## src/rtl/ifu_pkg.sv

```systemverilog
// Shared types and helpers for the line-fetch instruction fetch unit.
package ifu_pkg;

  // Fetch controller states.
  typedef enum logic [1:0] {
    IFU_IDLE   = 2'd0,
    IFU_LOOKUP = 2'd1,
    IFU_REFILL = 2'd2
  } ifu_state_e;

  // Widest counter the saturating helper supports.
  localparam int unsigned SAT_MAX_W = 64;

  // Word-within-line field width.
  function automatic int unsigned off_w(input int unsigned line_words);
    return unsigned'($clog2(line_words));
  endfunction

  // Line index field width.
  function automatic int unsigned idx_w(input int unsigned num_lines);
    return unsigned'($clog2(num_lines));
  endfunction

  // Tag field width: word address bits left over after index and offset.
  function automatic int unsigned tag_w(input int unsigned num_lines,
                                        input int unsigned line_words);
    return 30 - off_w(line_words) - idx_w(num_lines);
  endfunction

  // Increment that sticks at the all-ones value of a width-bit counter.
  function automatic logic [SAT_MAX_W-1:0] sat_inc(input logic [SAT_MAX_W-1:0] val,
                                                   input int unsigned width);
    logic [SAT_MAX_W-1:0] max_val;
    max_val = (width >= SAT_MAX_W) ? '1 : ((SAT_MAX_W'(1) << width) - SAT_MAX_W'(1));
    return (val >= max_val) ? val : val + SAT_MAX_W'(1);
  endfunction

endpackage

```

## src/rtl/icache_dm.sv

```systemverilog
// Direct-mapped instruction cache storage: valid/tag/data arrays with a
// registered read port, a word write port, line-valid set and flush-all.
module icache_dm
  import ifu_pkg::*;
#(
  parameter int unsigned  NUM_LINES  = 16,
  parameter int unsigned  LINE_WORDS = 4,
  localparam int unsigned OFF_W      = off_w(LINE_WORDS),
  localparam int unsigned IDX_W      = idx_w(NUM_LINES),
  localparam int unsigned TAG_W      = tag_w(NUM_LINES, LINE_WORDS)
) (
  input  logic             clock,
  input  logic             reset,
  // Registered read port
  input  logic             i_rd_en,
  input  logic [IDX_W-1:0] i_rd_index,
  input  logic [OFF_W-1:0] i_rd_word,
  output logic             o_rd_valid,
  output logic [TAG_W-1:0] o_rd_tag,
  output logic [31:0]      o_rd_data,
  // Word write port
  input  logic             i_wr_en,
  input  logic [IDX_W-1:0] i_wr_index,
  input  logic [OFF_W-1:0] i_wr_word,
  input  logic [31:0]      i_wr_data,
  // Line tag write + valid set
  input  logic             i_set_en,
  input  logic [IDX_W-1:0] i_set_index,
  input  logic [TAG_W-1:0] i_set_tag,
  // Single-line invalidate and flush-all
  input  logic             i_inv_en,
  input  logic [IDX_W-1:0] i_inv_index,
  input  logic             i_flush_all
);

  logic [NUM_LINES-1:0] r_valid;
  logic [TAG_W-1:0]     r_tag  [NUM_LINES];
  logic [31:0]          r_data [NUM_LINES*LINE_WORDS];
  logic                 r_rd_valid;
  logic [TAG_W-1:0]     r_rd_tag;
  logic [31:0]          r_rd_data;
  logic [IDX_W+OFF_W-1:0] w_rd_addr;
  logic [IDX_W+OFF_W-1:0] w_wr_addr;

  assign w_rd_addr = {i_rd_index, i_rd_word};
  assign w_wr_addr = {i_wr_index, i_wr_word};

  // Valid bits: flush-all overrides, then set wins over invalidate.
  always_ff @(posedge clock or posedge reset) begin
    if (reset) begin
      r_valid <= '0;
    end else if (i_flush_all) begin
      r_valid <= '0;
    end else begin
      if (i_inv_en) r_valid[i_inv_index] <= 1'b0;
      if (i_set_en) r_valid[i_set_index] <= 1'b1;
    end
  end

  // Registered valid read; a same-cycle flush must force a miss.
  always_ff @(posedge clock or posedge reset) begin
    if (reset) begin
      r_rd_valid <= 1'b0;
    end else if (i_rd_en) begin
      r_rd_valid <= r_valid[i_rd_index] & ~i_flush_all;
    end
  end

  // Tag/data storage and their registered reads; contents are not reset.
  always_ff @(posedge clock) begin
    if (i_rd_en) begin
      r_rd_tag  <= r_tag[i_rd_index];
      r_rd_data <= r_data[w_rd_addr];
    end
    if (i_set_en) r_tag[i_set_index] <= i_set_tag;
    if (i_wr_en)  r_data[w_wr_addr]  <= i_wr_data;
  end

  assign o_rd_valid = r_rd_valid;
  assign o_rd_tag   = r_rd_tag;
  assign o_rd_data  = r_rd_data;

endmodule

```

## src/rtl/ifu_line_fetch.sv

```systemverilog
// Instruction fetch unit: serves 32-bit fetches from a direct-mapped icache and
// refills whole lines over the word-wide io bus. Holds the FSM, beat counter,
// requested-word capture, deferred flush and saturating hit/miss counters.
module ifu_line_fetch
  import ifu_pkg::*;
#(
  parameter int unsigned NUM_LINES  = 16,
  parameter int unsigned LINE_WORDS = 4,
  parameter int unsigned CNT_W      = 32  // at most SAT_MAX_W
) (
  input  logic             clock,
  input  logic             reset,
  input  logic [31:0]      pc,
  input  logic             reqValid,
  output logic             respValid,
  output logic [31:0]      inst,
  input  logic             flush,
  output logic             busy,
  output logic [31:0]      io_addr,
  output logic             io_reqValid,
  input  logic             io_respValid,
  input  logic [31:0]      io_rdata,
  output logic [CNT_W-1:0] hit_count,
  output logic [CNT_W-1:0] miss_count
);

  localparam int unsigned      OFF_W     = off_w(LINE_WORDS);
  localparam int unsigned      IDX_W     = idx_w(NUM_LINES);
  localparam int unsigned      TAG_W     = tag_w(NUM_LINES, LINE_WORDS);
  localparam logic [OFF_W-1:0] LAST_BEAT = OFF_W'(LINE_WORDS - 1);

  ifu_state_e       r_state, w_state_next;
  logic [29:0]      r_pc;          // latched word address of the fetch
  logic [OFF_W-1:0] r_beat, w_beat_next;
  logic [31:0]      r_word_buf;    // requested word if it arrived before the last beat
  logic             r_flush_pend;
  logic             r_resp_valid, w_resp_valid_next;
  logic [31:0]      r_inst, w_inst_next;
  logic [CNT_W-1:0] r_hit_count, r_miss_count;

  logic             w_accept, w_hit, w_miss, w_capture;
  logic             w_wr_en, w_set_en, w_inv_en, w_flush_all;
  logic             w_rd_valid;
  logic [TAG_W-1:0] w_rd_tag;
  logic [31:0]      w_rd_data;
  logic [OFF_W-1:0] w_word;
  logic [IDX_W-1:0] w_index;
  logic [TAG_W-1:0] w_tag;
  logic             w_unused;

  // Byte offset within the word never matters for 32-bit fetches.
  assign w_unused = ^pc[1:0];

  assign w_word  = r_pc[OFF_W-1:0];
  assign w_index = r_pc[OFF_W+IDX_W-1:OFF_W];
  assign w_tag   = r_pc[29:OFF_W+IDX_W];

  // A flush seen while busy is applied on the first IDLE cycle, after the
  // in-flight line has been written, so that line is dropped too.
  assign w_flush_all = (r_state == IFU_IDLE) && (flush || r_flush_pend);

  icache_dm #(
    .NUM_LINES  (NUM_LINES),
    .LINE_WORDS (LINE_WORDS)
  ) u_icache (
    .clock       (clock),
    .reset       (reset),
    .i_rd_en     (w_accept),
    .i_rd_index  (pc[OFF_W+IDX_W+1:OFF_W+2]),
    .i_rd_word   (pc[OFF_W+1:2]),
    .o_rd_valid  (w_rd_valid),
    .o_rd_tag    (w_rd_tag),
    .o_rd_data   (w_rd_data),
    .i_wr_en     (w_wr_en),
    .i_wr_index  (w_index),
    .i_wr_word   (r_beat),
    .i_wr_data   (io_rdata),
    .i_set_en    (w_set_en),
    .i_set_index (w_index),
    .i_set_tag   (w_tag),
    .i_inv_en    (w_inv_en),
    .i_inv_index (w_index),
    .i_flush_all (w_flush_all)
  );

  // Next-state, cache control and registered-output next values.
  always_comb begin
    w_state_next      = r_state;
    w_beat_next       = r_beat;
    w_accept          = 1'b0;
    w_hit             = 1'b0;
    w_miss            = 1'b0;
    w_capture         = 1'b0;
    w_wr_en           = 1'b0;
    w_set_en          = 1'b0;
    w_inv_en          = 1'b0;
    w_resp_valid_next = 1'b0;
    w_inst_next       = '0;
    unique case (r_state)
      IFU_IDLE: begin
        // The response cycle itself does not take a new request.
        if (reqValid && !r_resp_valid) begin
          w_accept     = 1'b1;
          w_state_next = IFU_LOOKUP;
        end
      end
      IFU_LOOKUP: begin
        if (w_rd_valid && (w_rd_tag == w_tag)) begin
          w_hit             = 1'b1;
          w_resp_valid_next = 1'b1;
          w_inst_next       = w_rd_data;
          w_state_next      = IFU_IDLE;
        end else begin
          w_miss       = 1'b1;
          w_inv_en     = 1'b1;
          w_beat_next  = '0;
          w_state_next = IFU_REFILL;
        end
      end
      IFU_REFILL: begin
        if (io_respValid) begin
          w_wr_en     = 1'b1;
          w_beat_next = r_beat + 1'b1;
          w_capture   = (r_beat == w_word);
          if (r_beat == LAST_BEAT) begin
            w_set_en          = 1'b1;
            w_resp_valid_next = 1'b1;
            w_inst_next       = (r_beat == w_word) ? io_rdata : r_word_buf;
            w_state_next      = IFU_IDLE;
          end
        end
      end
      default: w_state_next = IFU_IDLE;
    endcase
  end

  // FSM, datapath and counter registers.
  always_ff @(posedge clock or posedge reset) begin
    if (reset) begin
      r_state      <= IFU_IDLE;
      r_pc         <= '0;
      r_beat       <= '0;
      r_word_buf   <= '0;
      r_flush_pend <= 1'b0;
      r_resp_valid <= 1'b0;
      r_inst       <= '0;
      r_hit_count  <= '0;
      r_miss_count <= '0;
    end else begin
      r_state      <= w_state_next;
      r_beat       <= w_beat_next;
      r_resp_valid <= w_resp_valid_next;
      r_inst       <= w_inst_next;
      if (w_accept)  r_pc       <= pc[31:2];
      if (w_capture) r_word_buf <= io_rdata;
      if (r_state == IFU_IDLE) begin
        r_flush_pend <= 1'b0;
      end else if (flush) begin
        r_flush_pend <= 1'b1;
      end
      if (w_hit)  r_hit_count  <= CNT_W'(sat_inc(SAT_MAX_W'(r_hit_count), CNT_W));
      if (w_miss) r_miss_count <= CNT_W'(sat_inc(SAT_MAX_W'(r_miss_count), CNT_W));
    end
  end

  assign respValid   = r_resp_valid;
  assign inst        = r_inst;
  assign busy        = (r_state != IFU_IDLE);
  assign io_reqValid = (r_state == IFU_REFILL);
  assign io_addr     = (r_state == IFU_REFILL) ? {r_pc[29:OFF_W], r_beat, 2'b00} : '0;
  assign hit_count   = r_hit_count;
  assign miss_count  = r_miss_count;

endmodule

```

## config.mk

```make
export PLATFORM = sky130hd
export DESIGN_NAME = ifu_line_fetch
export DESIGN_NICKNAME = d
export VERILOG_FILES = /design/src/rtl/ifu_pkg.sv /design/src/rtl/icache_dm.sv /design/src/rtl/ifu_line_fetch.sv
export SDC_FILE = /design/constraint.sdc
export NUM_CORES = 2
export LEC_CHECK = 0
export CAP_MARGIN = 20
export CORE_MARGIN = 1
export CORE_UTILIZATION = 40
export DETAILED_ROUTE_END_ITERATION = 8
export GPL_TIMING_DRIVEN = 0
export PLACE_DENSITY_LB_ADDON = 0.2
export RECOVER_POWER = 100
export SLEW_MARGIN = 20
export SYNTH_ARGS = -nofsm -noshare
export SYNTH_HDL_FRONTEND = slang
export SYNTH_SLANG_ARGS = --single-unit
```

## constraint.sdc

```tcl
create_clock -name clock -period 20.4 [get_ports clock]
set_input_delay 5.1 -clock clock [delete_from_list [all_inputs] [get_ports clock]]
set_output_delay 5.1 -clock clock [all_outputs]
set_load 0.02 [all_outputs]
```

---- Yosys cells after proc, flatten, opt, wreduce, memory -nomap -nowiden ----
Memory sizes are Yosys's and may differ from the RTL's. A register that Yosys moved wholly into a read port is not among the register bits.
Index checks and enable logic that the tools add are counted.
storage, ports and cells
  RAM bits ................................ 2432
  latch bits .............................. 0
  memories kept ........................... 2
  bits in read-only memories .............. 0
  register bits after elaboration ......... 181
  logic and storage cells ................. 93
  output and inout bits ................... 131
operators by class
  eq/ne operators ......................... 9
  multiply operators ...................... 0
  bitwise operators ....................... 7
  $lt $le $gt $ge ......................... 5
  reduce and logical (&&, ||, !) cells .... 14
  $add $sub $neg .......................... 3
  div/mod/pow operators ................... 0
  multiplexer cells ....................... 42
  shifts and indexed selects .............. 0
memories
  name             words  width  read ports  clocked after memory_dff  write ports  RTL line         RTL
  u_icache.r_data  64     32     1           1                         1            icache_dm.sv:38  logic [31:0] r_data [NUM_LINES*LINE_WORDS];
  u_icache.r_tag   16     24     1           1                         1            icache_dm.sv:37  logic [TAG_W-1:0] r_tag [NUM_LINES];
operator list
  operator                 number
  $mux W32                 5
  $add A32 B1 Y32 const B  2
  $ge A32 B32 Y1 const B   2
  $mux W16                 4
  $pmux W32 S2             1
  $eq A24 B24 Y1           1
  $mux W1                  21
  $and A16 B16 Y16         1
  $not A16 Y16             1
  $or A16 B16 Y16          1
  $mux W2                  6
  $lt A4 B5 Y1 const B     2
  $ne A2 B1 Y1 const B     3
  $pmux W2 S3              1
  $reduce_and A3 Y1        2
  $reduce_bool A2 Y1       3
  $bmux W1 S4              1
  $demux W1 S4             1
  $eq A2 B2 Y1 const B     2
  $ge A4 B1 Y1 const B     1
  $logic_and A1 B1 Y1      4
  $pmux W2 S2              1
  $reduce_and A2 Y1        2
  $not A1 Y1               3
  other kinds (9)          9

---- Longest topological paths before layout ----
  depth after elaboration ................. 11
  depth in mapped cells ................... 11
  gate-level depth less buffers ........... 7

---- By module ----
From an unflattened synthesis, not the netlist that was laid out.
second synthesis, totals
  cells, all modules ...................... 4780
  area total of the unflattened synthesis .. 103302.8 sq um
by module, submodules not included
  module          area each (sq um)  times used  sequential area each (sq um)  cells each
  icache_dm       95267.6            1           75137.1                       3998
  ifu_line_fetch  8035.2             1           4103.9                        782

---- Worst setup path before layout ----
Ideal clock, no wire load.
  kind .................................... input -> register
  from .................................... input port reqValid
  to ...................................... register u_icache.r_rd_data[0], in the netlist u_icache.o_rd_data[0], read port of u_icache.r_data (enable)
  slack ................................... 12565 ps
  data required time ...................... 19957 ps
  arrival time ............................ 7392 ps
  cell stages on the path ................. 5
  path through ............................ nand2b_1 -> or2_2 -> clkbuf_1 -> inv_1 -> clkbuf_1
on the way
  cells in the longest elaborated chain, start to end .. 3
RTL lines
  element               RTL line               RTL
  start: declaration    ifu_line_fetch.sv:14   input logic reqValid,
  $logic_and A1 B1 Y1   ifu_line_fetch.sv:102  if (reqValid && !r_resp_valid) begin
  $mux W1               ifu_line_fetch.sv:102
  $mux W1               ifu_line_fetch.sv:99   unique case (r_state)
  net u_icache.i_rd_en  icache_dm.sv:15        input logic i_rd_en,
  end: declaration      icache_dm.sv:41        logic [31:0] r_rd_data;
The timed path passes the listed nets, and every way through them passes these cells.
A chain may end at the register's enable or synchronous reset.

==> impl_metrics.ini <==
[synth]
ys_ff_latch = 2669
synthXorXnorAreaFrac_pct = 0.7389
synth-simple-area-share_pct = 2.923
synthFlopType = edfxtp_1
synth_compound_area_share_pct = 1.946
ys_async_sr_fraction_pct = 6.782
synth_area_per_cell_um2 = 21.48
syn_inst = 4801
ys_warn_count = 0
ys_seq_area_share_pct = 76.84
synth_mux_area_share_pct = 16.17
synth_top_family_by_area = multiplexers
synth_fa_ha_area_share_pct = 0.07280
synth.distinct_cells = 63
synth-edff-count = 2488
syn_area_um2 = 103100

[cells_and_area]
drive_gt1_share_pct = 22.59
layout.nets = 5537
finish.utilization_pct = 46.42
multi_input_area_um2 = 22530
area.growth.synth_to_final_pct = 15.44
regArea_um2 = 79240
final_cell_area_um2 = 119000
nFillCells = 21580

[hold_path]
hold_start = hit_count[11]$_DFFE_PP0P_
hold_class = flop to flop

[sta]
max_slew_margin_pct = -254.2
fmax_mhz = 92.04
skew_ns = 0.1088
finalCriticalPeriod_ns = 10.86
rsz0062_at_grt = no
setup-tns-final_ns = 0
worst_pin_slew_ns = 5.313
final-max-slew-violation-count = 2781
setup-violations-final = 0
finalHoldViolCount = 0
fin_crit_sh_pct = 53.26

[worst_setup_path]
crit_arrival_ns = 10.56
critPathMaxFanout = 86
critPathLaunch = reset
critPathKind = primary input to asynchronous set/reset pin
cp_num_buf_inv = 3
critPathSlowestCell = clkbuf_1
crit_path_max_incr_delay_ns = 3.78
required_ns = 20.10
setup.worst_path.end_class = asynchronous set/reset pin
r2r-start = r_state[0]$_DFFE_PP0P_
path_cells = dlygate4sd3_1 -> clkinvlp_2 -> clkbuf_1
path_delay_family = buffers and inverters
start_kind = primary input

[floorplan]
ios = 200
dieArea_um2 = 259900
num_rows = 186
core_um2 = 256500
die_w_um = 509.8
die_h_um = 509.8
initial_core_util_pct = 40.21

[pwr]
ir_worst_vdd_uv = 97.96
power.density_nw_per_um2 = 106.6
leakage_nw = 38.39

[flow_run]
drv_cap = 99

[route]
drt_wl_total_um = 308000
drtIter0Drc = 6717
antenna_left = 0
viasPerCell = 5.879
dr.pass1.iters = 6
drcViolationCount = 0
num_vias = 53340
wl_per_cell_um = 33.95

[global_route]
grt_pass1_vias = 53100
use_met3_pct = 5.153
grt_util_all_layers_pct = 23.72
use_met2_pct = 37.66
grt_pass1_wl_um = 424100
grt_max_degree = 87
antenna_found_initial = 27
use_met1_pct = 32.63
top_usage_layer = met2
overflow = 0

[cts]
clock_sinks = 2669
worst_skew_pair.late_latency_ns = 0.98
path_clk_slew_ns = 0.06
cts_setup_buffers = 0
cts_max_level = 5
clockBufferDepth = 4
numCtsBuffers = 301
cts_resized = 0
cts_tree = yes
hold_buffers = 0
cts_root_buf = clkbuf_16

[placed_design]
gp_congestion = 0.8481
dpl-instance-area_um2 = 113700
dp_hpwl_um = 208300
io_buffers = 190

[status]
violations = max-capacitance violations, max-slew violations
outcome = complete, but fails checks
placed cells by master (no fill, tap or decap), drive strengths merged, types with 9 or more instances in the layout:
cell type / synthesis / final
mux2i: 102 / 102
dfrtp: 181 / 181
inv: 18 / 26
clkdlybuf4s50: 0 / 24
clkinv: 0 / 106
nor4: 9 / 9
nor2: 144 / 144
a22oi: 30 / 30
clkbuf: 105 / 681
buf: 154 / 150
mux2: 34 / 34
xnor2: 70 / 70
bufinv: 0 / 22
nor3: 20 / 20
nand2: 242 / 242
edfxtp: 2488 / 2488
o21ai: 68 / 68
a221oi: 11 / 11
o221ai: 15 / 15
nand3: 32 / 32
nor2b: 48 / 48
and3: 19 / 19
a21oi: 81 / 81
dlygate4sd3: 0 / 134
a31oi: 23 / 23
diode: 0 / 15
and2: 42 / 42
nand4: 44 / 44
or3: 10 / 10
o211ai: 19 / 19
a221o: 11 / 11
mux4: 678 / 678
xor2: 17 / 17
o22ai: 24 / 24
layer usage:
layer,up-vias,wire length [um]
li1,21270,-
met3,513,26250
met1,28960,125400
met4,12,10580
met5,-,75
met2,2577,145700
registers in the layout, indices dropped and copies added, names as in the netlist, 30 cells and up:
register and count:
u_icache.r_data 2048, u_icache.r_tag 384, hit_count 32, inst 32
miss_count 32, r_word_buf 32, u_icache.o_rd_data 32, r_pc 30
metrics by stage:
stage | std cells | power, mW | worst slack [ns] | hold slack (ns)
after global routing | 9064 | 13.05 | 8.436 | 0.5219
final | 9073 | 12.69 | 9.536 | 0.4846
after floorplan | 4802 | 7.051 | 10.38 | 0.4497
after detailed placement | 8541 | 7.678 | 10.78 | 0.4820
after CTS | 9056 | 12.82 | 11.29 | 0.4916
after global placement | 8376 | 7.601 | 6.771 | 0.4839
worst register-to-register path: stages (launching register included):
cell and delay, ns:
dfrtp_1 0.38, inv_1 0.09, ha_1 0.26, inv_1 0.08
or2_2 0.29, clkbuf_1 0.22, inv_1 0.14, clkbuf_1 1.92
clkbuf_1 1.91, nand2_1 0.70, nand2_1 0.18
path summary, 6_finish.rpt:
kind | endpoint | slack, ns | cells past startpoint
min in group asynchronous | r_pc[13]$_DFFE_PP0P_ | 5.06 | 2
setup reg to reg | r_pc[2]$_DFFE_PP0P_ | 14.13 | 10
hold / removal | hit_count[11]$_DFFE_PP0P_ | 0.48 | 1
hold reg to reg | hit_count[11]$_DFFE_PP0P_ | 0.48 | 1
max in group clock | r_pc[2]$_DFFE_PP0P_ | 10.06 | 9
setup / recovery | miss_count[11]$_DFFE_PP0P_ | 9.54 | 3
area by class of cell:
class / count / share of cell area [%]
multi-input combinational: 1856 / 18.92
timing repair buffer: 357 / 2.015
inverter: 18 / 0.05781
tap: 3384 / 3.557
sequential: 2669 / 66.56
buffer: 259 / 1.091
clock buffer: 373 / 6.692
antenna: 15 / 0.03153
clock inverter: 142 / 1.071
cells in the mapped netlist (41+ instances only):
cell	count	share of area [%]
edfxtp_1	2488	72
xnor2_1	70	0.59
buf_2	77	0.37
nand2_1	242	0.88
nor2_1	144	0.52
dfrtp_1	181	4.4
mux2i_1	102	0.99
o21ai_0	57	0.28
nor2b_1	48	0.29
and2_1	41	0.25
clkbuf_1	105	0.38
nand4_1	44	0.27
mux4_2	678	15
a21oi_1	81	0.39
logic make-up after synthesis:
family	count (synthesis)
DFF	2669
muxes	814
and+or+nand+nor	636
AOI/OAI and AO/OA	311
buffers and inverters	277
xor gates and xnor gates	87
adders and majority gates	6
other	1
report_power, final:
part | total [mW] | switching, mW | internal (mW)
sequential | 6.41 | 0.176 | 6.24
combinational | 1.10 | 0.736 | 0.363
clock | 5.18 | 2.14 | 3.04
Note: power is estimated with default switching activity, not from simulation.
